===== src/rtl/chess_gen_pkg.sv =====
// Shared definitions for the move generator bank and its dispatcher:
// register indices, board size and the dispatcher state encoding.
package chess_gen_pkg;

    localparam logic [3:0] REG_START = 4'd0;
    localparam logic [3:0] REG_BOARD = 4'd1;
    localparam logic [3:0] REG_DEST  = 4'd2;
    localparam logic [3:0] REG_X     = 4'd3;
    localparam logic [3:0] REG_Y     = 4'd4;

    localparam int unsigned BOARD_SQUARES = 64;

    typedef enum logic [2:0] {
        StIdle,
        StWrBoard,
        StWrDest,
        StWrX,
        StWrY,
        StWrStart,
        StRdDone,
        StResult
    } disp_state_e;

endpackage


===== src/rtl/avalon_cmd_holder.sv =====
// Single-transfer Avalon-MM master cell: presents one command while req is high and
// pulses done on the cycle the slave accepts it (waitrequest low).
module avalon_cmd_holder (
    input  logic        req,
    input  logic        rd,
    input  logic [3:0]  addr,
    input  logic [31:0] wdata,
    input  logic        waitrequest,
    output logic [3:0]  master_address,
    output logic        master_read,
    output logic        master_write,
    output logic [31:0] master_writedata,
    output logic        done
);

    // The caller keeps req/addr/wdata constant until done, so the bus stays stable
    // across any stall without extra storage here.
    always_comb begin
        master_address   = '0;
        master_read      = 1'b0;
        master_write     = 1'b0;
        master_writedata = '0;
        if (req) begin
            master_address   = addr;
            master_read      = rd;
            master_write     = ~rd;
            master_writedata = rd ? 32'd0 : wdata;
        end
    end

    assign done = req & ~waitrequest;

endmodule


===== src/rtl/move_gen_dispatcher.sv =====
// Job-to-register dispatcher for a move generator control slave.
// Optional completion-read timeout enabled by defining GEN_TIMEOUT_EN.
module move_gen_dispatcher
    import chess_gen_pkg::*;
#(
    parameter int unsigned TIMEOUT_CYCLES = 4096,
    parameter int unsigned CNT_W          = 16
) (
    input  logic             clk,
    input  logic             rst_n,
    input  logic             job_valid,
    output logic             job_ready,
    input  logic [31:0]      job_board_addr,
    input  logic [31:0]      job_dest_addr,
    input  logic [2:0]       job_x,
    input  logic [2:0]       job_y,
    output logic             res_valid,
    input  logic             res_ready,
    output logic [31:0]      res_count,
    output logic             res_error,
    output logic [CNT_W-1:0] total_boards,
    output logic [3:0]       master_address,
    output logic             master_read,
    output logic             master_write,
    output logic [31:0]      master_writedata,
    input  logic [31:0]      master_readdata,
    input  logic             master_waitrequest
);

    localparam int unsigned CoordW = $clog2(BOARD_SQUARES) / 2;

    disp_state_e       state_q, state_d;
    logic [31:0]       board_q, dest_q;
    logic [CoordW-1:0] x_q, y_q;
    logic [31:0]       res_count_q;
    logic [CNT_W-1:0]  total_q;

    logic              cmd_req, cmd_rd, cmd_done;
    logic [3:0]        cmd_addr;
    logic [31:0]       cmd_wdata;
    logic              tmo_hit;

`ifdef GEN_TIMEOUT_EN
    localparam int unsigned TmoW = $clog2(TIMEOUT_CYCLES + 1);

    logic [TmoW-1:0] tmo_cnt_q;
    logic            res_error_q;

    assign tmo_hit = (state_q == StRdDone) && master_waitrequest &&
                     (tmo_cnt_q == TmoW'(TIMEOUT_CYCLES - 1));

    always_ff @(posedge clk or negedge rst_n) begin
        if (!rst_n) begin
            tmo_cnt_q <= '0;
        end else if ((state_q == StRdDone) && master_waitrequest && !tmo_hit) begin
            tmo_cnt_q <= tmo_cnt_q + 1'b1;
        end else begin
            tmo_cnt_q <= '0;
        end
    end

    assign res_error = res_error_q;
`else
    logic unused_timeout;
    assign unused_timeout = (TIMEOUT_CYCLES == 0);
    assign tmo_hit        = 1'b0;
    assign res_error      = 1'b0;
`endif

    always_comb begin
        state_d   = state_q;
        cmd_req   = 1'b0;
        cmd_rd    = 1'b0;
        cmd_addr  = REG_START;
        cmd_wdata = '0;
        case (state_q)
            StIdle: begin
                if (job_valid) state_d = StWrBoard;
            end
            StWrBoard: begin
                cmd_req   = 1'b1;
                cmd_addr  = REG_BOARD;
                cmd_wdata = board_q;
                if (cmd_done) state_d = StWrDest;
            end
            StWrDest: begin
                cmd_req   = 1'b1;
                cmd_addr  = REG_DEST;
                cmd_wdata = dest_q;
                if (cmd_done) state_d = StWrX;
            end
            StWrX: begin
                cmd_req   = 1'b1;
                cmd_addr  = REG_X;
                cmd_wdata = {{(32 - CoordW){1'b0}}, x_q};
                if (cmd_done) state_d = StWrY;
            end
            StWrY: begin
                cmd_req   = 1'b1;
                cmd_addr  = REG_Y;
                cmd_wdata = {{(32 - CoordW){1'b0}}, y_q};
                if (cmd_done) state_d = StWrStart;
            end
            StWrStart: begin
                cmd_req  = 1'b1;
                cmd_addr = REG_START;
                if (cmd_done) state_d = StRdDone;
            end
            StRdDone: begin
                cmd_req  = 1'b1;
                cmd_rd   = 1'b1;
                cmd_addr = REG_START;
                if (cmd_done || tmo_hit) state_d = StResult;
            end
            StResult: begin
                if (res_ready) state_d = StIdle;
            end
            default: state_d = StIdle;
        endcase
    end

    always_ff @(posedge clk or negedge rst_n) begin
        if (!rst_n) begin
            state_q <= StIdle;
            board_q <= '0;
            dest_q  <= '0;
            x_q     <= '0;
            y_q     <= '0;
        end else begin
            state_q <= state_d;
            if ((state_q == StIdle) && job_valid) begin
                board_q <= job_board_addr;
                dest_q  <= job_dest_addr;
                x_q     <= job_x;
                y_q     <= job_y;
            end
        end
    end

    always_ff @(posedge clk or negedge rst_n) begin
        if (!rst_n) begin
            res_count_q <= '0;
            total_q     <= '0;
`ifdef GEN_TIMEOUT_EN
            res_error_q <= 1'b0;
`endif
        end else if ((state_q == StRdDone) && cmd_done) begin
            res_count_q <= master_readdata;
            total_q     <= total_q + master_readdata[CNT_W-1:0];
`ifdef GEN_TIMEOUT_EN
            res_error_q <= 1'b0;
        end else if (tmo_hit) begin
            res_count_q <= '0;
            res_error_q <= 1'b1;
`endif
        end
    end

    avalon_cmd_holder u_cmd (
        .req              (cmd_req),
        .rd               (cmd_rd),
        .addr             (cmd_addr),
        .wdata            (cmd_wdata),
        .waitrequest      (master_waitrequest),
        .master_address   (master_address),
        .master_read      (master_read),
        .master_write     (master_write),
        .master_writedata (master_writedata),
        .done             (cmd_done)
    );

    assign job_ready    = (state_q == StIdle);
    assign res_valid    = (state_q == StResult);
    assign res_count    = res_count_q;
    assign total_boards = total_q;

endmodule


===== config.mk =====
export PLATFORM = sky130hd
export DESIGN_NAME = move_gen_dispatcher
export DESIGN_NICKNAME = d
export VERILOG_FILES = /design/src/rtl/chess_gen_pkg.sv /design/src/rtl/avalon_cmd_holder.sv /design/src/rtl/move_gen_dispatcher.sv
export SDC_FILE = /design/constraint.sdc
export NUM_CORES = 1
export LEC_CHECK = 0
export CAP_MARGIN = 20
export CORE_UTILIZATION = 50
export CTS_CLUSTER_SIZE = 40
export DETAILED_ROUTE_END_ITERATION = 6
export HOLD_SLACK_MARGIN = 0.03
export PLACE_DENSITY = 0.85
export SLEW_MARGIN = 20
export SYNTH_ARGS = -nofsm -noshare
export SYNTH_HDL_FRONTEND = slang
export SYNTH_SLANG_ARGS = --single-unit

===== constraint.sdc =====
create_clock -name clk -period 6.4 [get_ports clk]
set_input_delay 1.6 -clock clk [delete_from_list [all_inputs] [get_ports clk]]
set_output_delay 1.6 -clock clk [all_outputs]
set_load 0.02 [all_outputs]

=== Yosys cells after proc, flatten, opt, wreduce, memory -nomap -nowiden ===
Index checks and enable logic that the tools add are counted.

* Input bits: 107
* Word-level logic and storage cells: 49
* Register bits after elaboration: 121
* Output and inout port bits: 89

* $add $sub $neg: 1
* Mux-type cells: 18
* Reduce and logical (&&, ||, !) cells: 5
* Bitwise logic cells: 3
* Equal/unequal tests: 15

{| class="wikitable"
|+ Operators with widths
! cell !! number
|-
| $pmux 32 s4 || 1
|-
| $mux 32 || 2
|-
| $mux 3 || 9
|-
| $pmux 3 s8 || 1
|-
| $add 16x16->16 || 1
|-
| $ne 2x2->1 const B || 7
|-
| $eq 3x3->1 const B || 4
|-
| $pmux 3 s4 || 1
|-
| $reduce_and 8->1 || 1
|-
| $eq 3x2->1 const B || 2
|-
| $reduce_or 6->1 || 1
|-
| $mux 1 || 4
|-
| $eq 3x1->1 const B || 1
|-
| $logic_not 3->1 || 1
|-
| $logic_and 1x1->1 || 2
|-
| $ne 2x1->1 const B || 1
|-
| $not 1->1 || 2
|-
| $and 1x1->1 || 1
|}

=== Longest topological paths before layout ===
* Depth in word-level cells: 6
* Mapped depth: 9
* Depth with buffers taken out: 8

=== Hierarchy ===
Synthesis repeated with hierarchy kept, for this count alone.

* Cell total of the unflattened synthesis: 485
* Area, all modules: 6,058.3 sq um

{| class="wikitable"
|+ Modules (own cells, without submodules)
! module !! area an instance (sq um) !! instances !! cells an instance !! seq. area each (sq um)
|-
| move_gen_dispatcher || 5,675.4 || 1 || 439 || 3,027.9
|-
| avalon_cmd_holder || 382.9 || 1 || 46 || 0.0
|}

=== Least setup slack after synthesis ===
No wires, ideal clock.

* Path type: register -> output
* From: reg state_q[1]
* To: out master_writedata[0]
* Data required time: 4.800 ns
* Data arrival time: 1.782 ns
* Buffers on the path: 2
* Setup slack: 3.018 ns
* Cell stages (with the launch flop): 8
* Cells stage by stage: dfrtp_1 -> inv_1 -> ha_1 -> clkbuf_1 -> nor2b_1 -> clkbuf_1 -> a22oi_1 -> a21oi_1

* Word-level cells in the longest chain between the ends: 4
* Elaborated cells on any way between the ends: 12
* Classes of those cells: eq/ne: 6; mux: 5; reduce/logical: 1

{| class="wikitable"
|+ RTL lines
! what !! RTL line !! source
|-
| from (decl) || move_gen_dispatcher.sv:32 || <nowiki>disp_state_e state_q, state_d;</nowiki>
|-
| from (signal assigned) || move_gen_dispatcher.sv:124 || <nowiki>state_q <= StIdle;</nowiki>
|-
| from (signal assigned) || move_gen_dispatcher.sv:130 || <nowiki>state_q <= state_d;</nowiki>
|-
| $eq 3x3->1, or another cell as far along || move_gen_dispatcher.sv:76 || <nowiki>case (state_q)</nowiki>
|-
| $pmux 32 s4, or another cell as far along || move_gen_dispatcher.sv:76 ||
|-
| $mux 32 or $mux 1 (tied branches) || avalon_cmd_holder.sv:27, move_gen_dispatcher.sv:76 ||
|-
| $mux 32 * || avalon_cmd_holder.sv:23 || <nowiki>if (req) begin</nowiki>
|-
| to (decl) || move_gen_dispatcher.sv:25 || <nowiki>output logic [31:0] master_writedata,</nowiki>
|}

Every way passes the cells marked *; elsewhere a longest branch is shown, timed or not.

=== Worst setup path in the final report ===
* From: reg state_q[0]
* To: out master_writedata[0]

The elaborated chain is that of the path after synthesis.

==> out/results.tsv <==
stage	metric	value	unit
pwr	overall power	4.50	mW
layout	share of cells above drive strength 1	16.3	%
logic_synthesis	EDFF count, synth	0	
die	width of the die	111	um
sta	RSZ-0062 raised after global routing	false	
worst_setup_path	Worst Setup End Kind	primary output	
layout	P&R area growth vs syn	44.0	%
route	Pre-antenna DRT Iters	5	
logic_synthesis	Cells after Synth	534	
cts	CTS tree	built	
min_path	Hold Path Class	reg -> reg	
cts	CTS Buf Count	17	
worst_setup_path	WP data required	4800	ps
pwr	power per cell area	530	nW/um^2
global_route	number of global-route vias before repair	4956	
layout	most common cell after layout, fill and taps aside	clkdlybuf4s50_1	
die	initial core utilization	51.4	%
global_route	initial antenna violation count	0	
sta	Worst Tran Pin Value	884	ps
sta	clk_skew	6.23	ps
logic_synthesis	post-synthesis cell type count	53	
layout	most frequent cells in the layout	clkdlybuf4s50_1 (192), nand2_1 (124), dfrtp_1 (121), mux2_2 (71), a22o_1 (29)	
global_route	GRT Util Overall	25.9	%
route	DRT Wirelength	15.3	mm
route	initial DRC count	325	
run_status	outcome	finished, final reports clean	
pwr	Max VDD drop	0.373	mV
sta	total negative slack	0	ps
placed_design	buffers added on ports	193	
layout	# diodes	0	
sta	Final setup viols	0	
global_route	pin count of the biggest net entering global routing	71	
layout	final core utilization	74.0	%
cts	Worst-path clk slew	50	ps
cts	post-CTS resize count	0	
route	Final ANT Viol Nets	0	
cts	setup bufs post-CTS	0	
placed_design	Final GP Congestion	0.944	
logic_synthesis	Top FF cell, synth	dfrtp_1	
cts	clk_lat worst skew	410	ps
route	drt via density	5.46	
worst_setup_path	Crit Path Max Fanout	30	
flow_run	Max-Cap Viols	0	
sta	Final Hold Fails	0	
die	Die ar.	12200	um^2
die	core area	11500	um^2
logic_synthesis	synth warn	0	
cts	CTS Buffer Depth	2	
sta	fmax	218	MHz
route	Avg WL per Cell	17.5	um
route	drt drc	0	
sta	Worst slew margin	41.0	%
worst_setup_path	CP startpoint kind	flip-flop	
logic_synthesis	Synth async-reset ratio	100	%
logic_synthesis	average size of a mapped cell	11.0	um^2
worst_setup_path	Setup CP Type	reg -> out	
sta	pins over their slew limit	0	
placed_design	pre-CTS WS	1890	ps
route	vias	4767	
placed_design	Final HPWL DP	10.9	mm
cts	Root Buffer	clkbuf_16	
pwr	Leak	3.81	nW
die	die outline height	111	um
global_route	total gr overflow	0	
sta	final worst-path cycle share	71.7	%
worst_setup_path	Data arrival, critical path	2990	ps
logic_synthesis	flops & latches, synth	121	
layout	nets@finish	844	
sta	Setup WS post-layout	1810	ps
cts	CTS Hold Buffers Added	0	
cts	H-tree Lvls	4	
logic_synthesis	Cell Area, Synth	5890	um^2
cts	Clock Sink Count	121	
sta	min Tclk post-route	4590	ps
die	# IOs	196	
die	Row Count	39	
logic_synthesis	sequential area share after synthesis	51.4	%
global_route	global-route wire length before repair	24.9	mm
-- sequential cells by signal, summed over array words and instances (netlist names) --
name	flops
dest_q	32
y_q	3
board_q	32
state_q	3
total_boards	16
res_count	32
x_q	3
-- worst paths after layout --
check,from,endpoint,slack (ps),cells past startpoint
min,total_boards[15]$_DFFE_PN0P_,total_boards[15]$_DFFE_PN0P_,470,1
min reg2reg,total_boards[15]$_DFFE_PN0P_,total_boards[15]$_DFFE_PN0P_,470,1
max reg2reg,state_q[2]$_DFFE_PN0P_,board_q[12]$_DFFE_PN0P_,3810,5
min in group asynchronous,rst_n,res_count[8]$_DFFE_PN0P_,1300,1
max in group asynchronous,rst_n,board_q[9]$_DFFE_PN0P_,3910,2
max,state_q[0]$_DFFE_PN0P_,master_writedata[0],1810,6
-- area by class of cell --
cell class | instances | area (um^2)
inverter | 4 | 15.0
sequential | 121 | 3030
tap | 143 | 179
timing repair buffer | 197 | 1960
clock buffer | 21 | 450
fill | 790 | 2980
multi-input combinational | 376 | 2680
clock inverter | 11 | 171
-- worst max-delay path: stages (launching register included) --
cell and delay [ps]:
dfrtp_1 400, inv_1 110, ha_1 380, nor2b_4 700
a22oi_1 200, a21oi_1 170, clkdlybuf4s50_1 610
-- Yosys cell counts (3+ instances only) --
master    count  area share, %
nor2_1       15           0.96
buf_4         5           0.64
and2_1        3           0.32
nand2b_1      5           0.53
nor2b_1       5           0.53
a22o_1       29            4.3
buf_6         3           0.57
dfrtp_1     121             51
o21ai_0      18            1.5
buf_2        10           0.85
nand4_1       4           0.42
a21oi_1      15            1.3
o21ai_1       3           0.25
xor2_1       10            1.5
a21o_1        9            1.1
nand2_1     125            8.0
clkbuf_1     14           0.89
mux2_2       71             14
inv_1         4           0.25
ha_1         19            4.0
a211oi_1      3           0.38
-- report_power, final --
part           total (mW)  internal, mW  switching (mW)
logic                2.10          1.05            1.05
registers            1.39          1.14           0.258
clock network        1.00         0.662           0.341
-- through the flow --
stage          cells  hold slack (ps)  area [um^2]
2_1_floorplan    535              479         5890
3_3_place_gp     841              456         7850
3_5_place_dp     841              462         7850
4_1_cts          873              474         8470
5_1_grt          873              486         8480
6_report         873              469         8480
-- logic make-up (layout without fill, tap and decap cells) --
logic type,count (synthesis),in the layout,share of synthesized area (%)
simple gates,169,169,12.1
flops,121,121,51.4
compound gates,102,102,13.1
mux,71,71,13.6
buf+inv,38,233,3.53
fa+ha+maj,20,20,4.38
xor+xnor,12,12,1.78
other cells,1,2,0.0637
-- layer usage --
metal	up-vias	GRT usage (%)	routed length, um
met3	49	6.86	903
met4	0	15.6	677
met2	182	43.7	7800
met5	-	0	0
li1	2231	-	-
met1	2305	29.3	5880
(Power assumes the default switching activity.)
==> variant 1, RTL diff (config.mk and constraints unchanged) <==
Register the output `res_count` once more, with the module's reset; this adds one clock of latency there. The other outputs are not delayed to match.
--- a/src/rtl/move_gen_dispatcher.sv
+++ b/src/rtl/move_gen_dispatcher.sv
@@ -173,3 +173,9 @@
     assign res_valid    = (state_q == StResult);
-    assign res_count    = res_count_q;
+    always_ff @(posedge clk or negedge rst_n) begin
+        if (!rst_n) begin
+            res_count <= '0;
+        end else begin
+            res_count <= res_count_q;
+        end
+    end
     assign total_boards = total_q;
Function: changed (a bounded check fails within 10 cycles, from zero or initial values and one cycle with rst_n low).
==> variant 1 against the original RTL <==
Synthesized area increased by 12%; clock skew up 0.0047 ns; setup slack worse by 0.12 ns; via count up 6.8%; routed wire length rose by 7.9%; design area rose by 9.7%; worst hold slack worse by 0.097 ns; total power is 7.3% higher; sequential cell count grew 32; critical path type unchanged.
==> variant 1: results (changes against the original RTL) <==
* Status: completed
* Sequential area share after synthesis at 0.580 (+0.0654)
* Top cells by count, synth: dfrtp_1 (153), nand2_1 (122), mux2_2 (71)
* DR vias/cell at 5.33 (-2.5%)
* Post-synthesis mux area share at 0.123 (-0.0132)
* Leak at 0.00416 uW (+9.1%)
* CP max FO at 32 (+6.7%)
* Met2 usage at 0.421 (-0.0160)
* Met1 usage at 0.289 (-0.00487)
* Slew HR at 0.447 (+0.0366)
* Top cells by area, synth: dfrtp_1 (58%), mux2_2 (12%), nand2_1 (6.9%)
* Layout net count at 898 (+6.4%)
* Global Route Usage Sum at 0.250 (-0.00848)
* 1st-iter DRT viols at 305 (-6.2%)
* Final Skew at 0.0110 ns (+0.00473 ns)
* Post-Synth XOR/XNOR Area at 0.0172 (-0.000611)
* Pin count of the biggest net entering global routing at 92 (+30%)
* VDD IR max at 271 uV (-27%)
* DR vias at 5091 (+6.8%)
* Routability cong. at 0.861 (-8.8%)
* Number of global-route vias before repair at 5197 (+4.9%)
* Post-Place Cells at 924 (+9.9%)
* Slowest stage delay, CP at 0.62 ns (-0.08 ns)
* Synth Area in Compound Gates at 0.0987 (-0.0326)
* First-pass GRT wire length at 25400 um (+2.3%)
* Post-Synth Adder-Cell Area at 0.0390 (-0.00475)
* Cell variety after synth at 46 (-13%)
* Synth warn at 0 (unchanged)
* DRT Pass-1 Iters at 4 (-1)
* DRT Wirelength at 16500 um (+7.9%)
* FILL cells at 830 (+5.1%)
* Met3 wire length at 1480 um (+64%)
* Post-Syn Instances at 587 (+9.9%)
* Placed wire-length estimate at 11400 um (+3.9%)
* Share of layout cells above drive strength 1 at 0.153 (-0.00995)
* Placed Area at 0.00868 sq mm (+11%)
* Critical path's slowest cell: clkdlybuf4s50_1
* Reg area at 0.00383 sq mm (+26%)
* DRT met1 WL at 6600 um (+12%)
* Initial antenna violation count at 0 (unchanged)
* Met3 Track Usage GR at 0.0881 (+0.0194)
* Setup slack after placement at 2.17 ns (+0.286 ns)
* Clk_lat worst skew at 0.43 ns (+0.02 ns)
* DR WL met2 at 8010 um (+2.8%)
## variant 1: cell types whose count changed in the layout (fill, tap and decap cells not counted), sizes merged, moves of 4 or more
cell / unedited run / this run
a21o: 10 / 4
inv: 4 / 8
dfrtp: 121 / 153
xnor2: 2 / 10
a22o: 29 / 0
nor2: 15 / 46
a22oi: 2 / 33
xor2: 10 / 3
a21oi: 15 / 20
## variant 1: cell type report
class | count | share of cell area
multi-input cells | 393 | 0.283
flip-flops and latches | 153 | 0.411
inverters | 7 | 0.00282
clock buffers | 21 | 0.0495
clock inverters | 11 | 0.0180
well taps | 172 | 0.0231
repair buffers | 199 | 0.213
## variant 1: where the power goes
| part | leakage [uW] | internal [uW] | total [uW] | switching [uW] |
|---|---|---|---|---|
| Sequential | 0.00190 | 1420 | 1680 | 260 |
| Clock | 0.000303 | 673 | 1060 | 386 |
| Combinational | 0.00196 | 988 | 2080 | 1090 |
| Total | 0.00416 | 3080 | 4820 | 1740 |
## variant 1: path summary, 6_finish.rpt
kind | end | slack (ns) | cells after the start | start
min in group asynchronous | res_count_q[28]$_DFFE_PN0P_ | 1.24 | 1 | rst_n
hold / removal | res_count[21]$_DFF_PN0_ | 0.37 | 0 | res_count_q[21]$_DFFE_PN0P_
setup reg to reg | board_q[7]$_DFFE_PN0P_ | 3.69 | 6 | state_q[0]$_DFFE_PN0P_
setup / recovery | master_writedata[12] | 1.69 | 10 | state_q[1]$_DFFE_PN0P_
max in group asynchronous | state_q[0]$_DFFE_PN0P_ | 3.90 | 2 | rst_n
hold reg to reg | res_count[21]$_DFF_PN0_ | 0.37 | 0 | res_count_q[21]$_DFFE_PN0P_
==> variant 2, RTL diff (config.mk and constraints unchanged) <==
Without the edit above. Add a define of `GEN_TIMEOUT_EN`.
--- a/src/rtl/move_gen_dispatcher.sv
+++ b/src/rtl/move_gen_dispatcher.sv
@@ -2,2 +2,4 @@
 // Optional completion-read timeout enabled by defining GEN_TIMEOUT_EN.
+`define GEN_TIMEOUT_EN
+
 module move_gen_dispatcher
Check against the original RTL: no difference found for any inputs over 10 cycles, from zero or initial values and one cycle with rst_n low; that may be too few to reach the edited logic, so the function may still have changed.
==> variant 2 against the original RTL <==
Synthesized area increased by 6.9%; total power up 2.8%; clock skew up 0.0027 ns; sequential share of layout area increased by 1.9 points; routed wire length is 5.7% higher; setup slack better by 0.30 ns; sequential power is 5% higher; combinational power increased by 2%; utilization barely moved; sequential cell count rose by 14; design area up 6.0%; largest power group unchanged.
==> variant 2: results (changes against the original RTL) <==
* Routability cong. at 0.881 (-6.7%)
* Post-Synth Adder-Cell Area at 0.0429 (-0.000831)
* Placed wire-length estimate at 11200 um (+2.8%)
* CP max FO at 31 (+3.3%)
* CP Data Arrival Time at 2.69 ns (-0.30 ns)
* Slew HR at 0.350 (-0.0603)
* VDD IR max at 275 uV (-26%)
* Final Skew at 0.00888 ns (+0.00265 ns)
* Layout net count at 840 (-0.47%)
* Port bufs at 194 (+0.52%)
* 1st-iter DRT viols at 296 (-8.9%)
* Wirelength per Cell at 18.1 um (+3.3%)
* Status: completed
* Leak at 0.00396 uW (+3.8%)
* Sequential area share after synthesis at 0.537 (+0.0225)
* Share of layout cells above drive strength 1 at 0.168 (+0.00526)
* Post-Synth XOR/XNOR Area at 0.0264 (+0.00859)
* Switching share of power at 0.359 (-0.00700)
* Synth Area in Compound Gates at 0.163 (+0.0315)
* Setup slack after placement at 2.22 ns (+0.333 ns)
* Top cells by count, synth: dfrtp_1 (135), mux2_2 (70), a22o_1 (62)
* Critical path's slowest cell: clkdlybuf4s50_1
* Slowest stage delay, CP at 0.64 ns (-0.06 ns)
* Cell variety after synth at 56 (+5.7%)
* Top cells by area, synth: dfrtp_1 (54%), mux2_2 (13%), a22o_1 (8.6%)
* Number of global-route vias before repair at 5200 (+4.9%)
* DR vias/cell at 5.63 (+3.1%)
variant 2: cell families (layout without fill, tap and decap cells):
kind of cell,Yosys count,count (layout)
xor+xnor,19,19
flops,135,135
fa+ha+maj,21,21
mux,72,72
compound gates,137,137
simple gates,96,96
other cells,1,1
buf+inv,38,244
variant 2: final timing paths:
kind	start	end	slack [ns]	cells past startpoint
min in group asynchronous	rst_n	total_boards[7]$_DFFE_PN0P_	1.27	1
setup / recovery	state_q[0]$_DFFE_PN0P_	master_writedata[2]	2.11	8
setup reg to reg	total_boards[8]$_DFFE_PN0P_	total_boards[15]$_DFFE_PN0P_	3.72	7
hold reg to reg	res_count[9]$_DFFE_PN0P_	res_count[9]$_DFFE_PN0P_	0.50	1
hold / removal	res_count[9]$_DFFE_PN0P_	res_count[9]$_DFFE_PN0P_	0.50	1
max in group asynchronous	rst_n	tmo_cnt_q[11]$_DFF_PN0_	4.04	2
variant 2: layout make-up:
| class | count | area (sq um) |
|---|---|---|
| sequential | 135 | 3380 |
| fill | 809 | 3170 |
| multi-input combinational | 346 | 2750 |
| timing repair buffer | 200 | 1990 |
| clock buffer | 21 | 470 |
| tap | 168 | 210 |
| clock inverter | 11 | 148 |
| inverter | 12 | 45.0 |
variant 2: stage by stage:
step                      hold slack, ns  cells
final                              0.496    893
after global routing               0.517    893
after global placement             0.481    861
after CTS                          0.500    893
after detailed placement           0.481    861
after floorplan                    0.475    519
variant 2: power groups by stage:
stage               Clock, uW  Combinational [uW]  Sequential, uW
global route             1060                2300            1510
detailed placement          0                2130            1470
global placement            0                2070            1440
CTS                      1020                2160            1460
finish                   1010                2150            1460
floorplan                   0                1150            1570
variant 2: worst max-delay path, delay by kind of cell, from the launching register on:
kind,cells,cell delay [ns]
buffers and inverters,4,1.20
flip-flops,1,0.40
AO/OA/AOI/OAI,2,0.30
adder cells (fa/ha/maj),1,0.28
AND/OR/NAND/NOR,1,0.10
variant 2: routing by layer:
metal  share of wire  GRT usage
met2            0.48      0.432
met5               0          0
met1            0.38      0.289
met4           0.022      0.107
met3            0.11      0.116
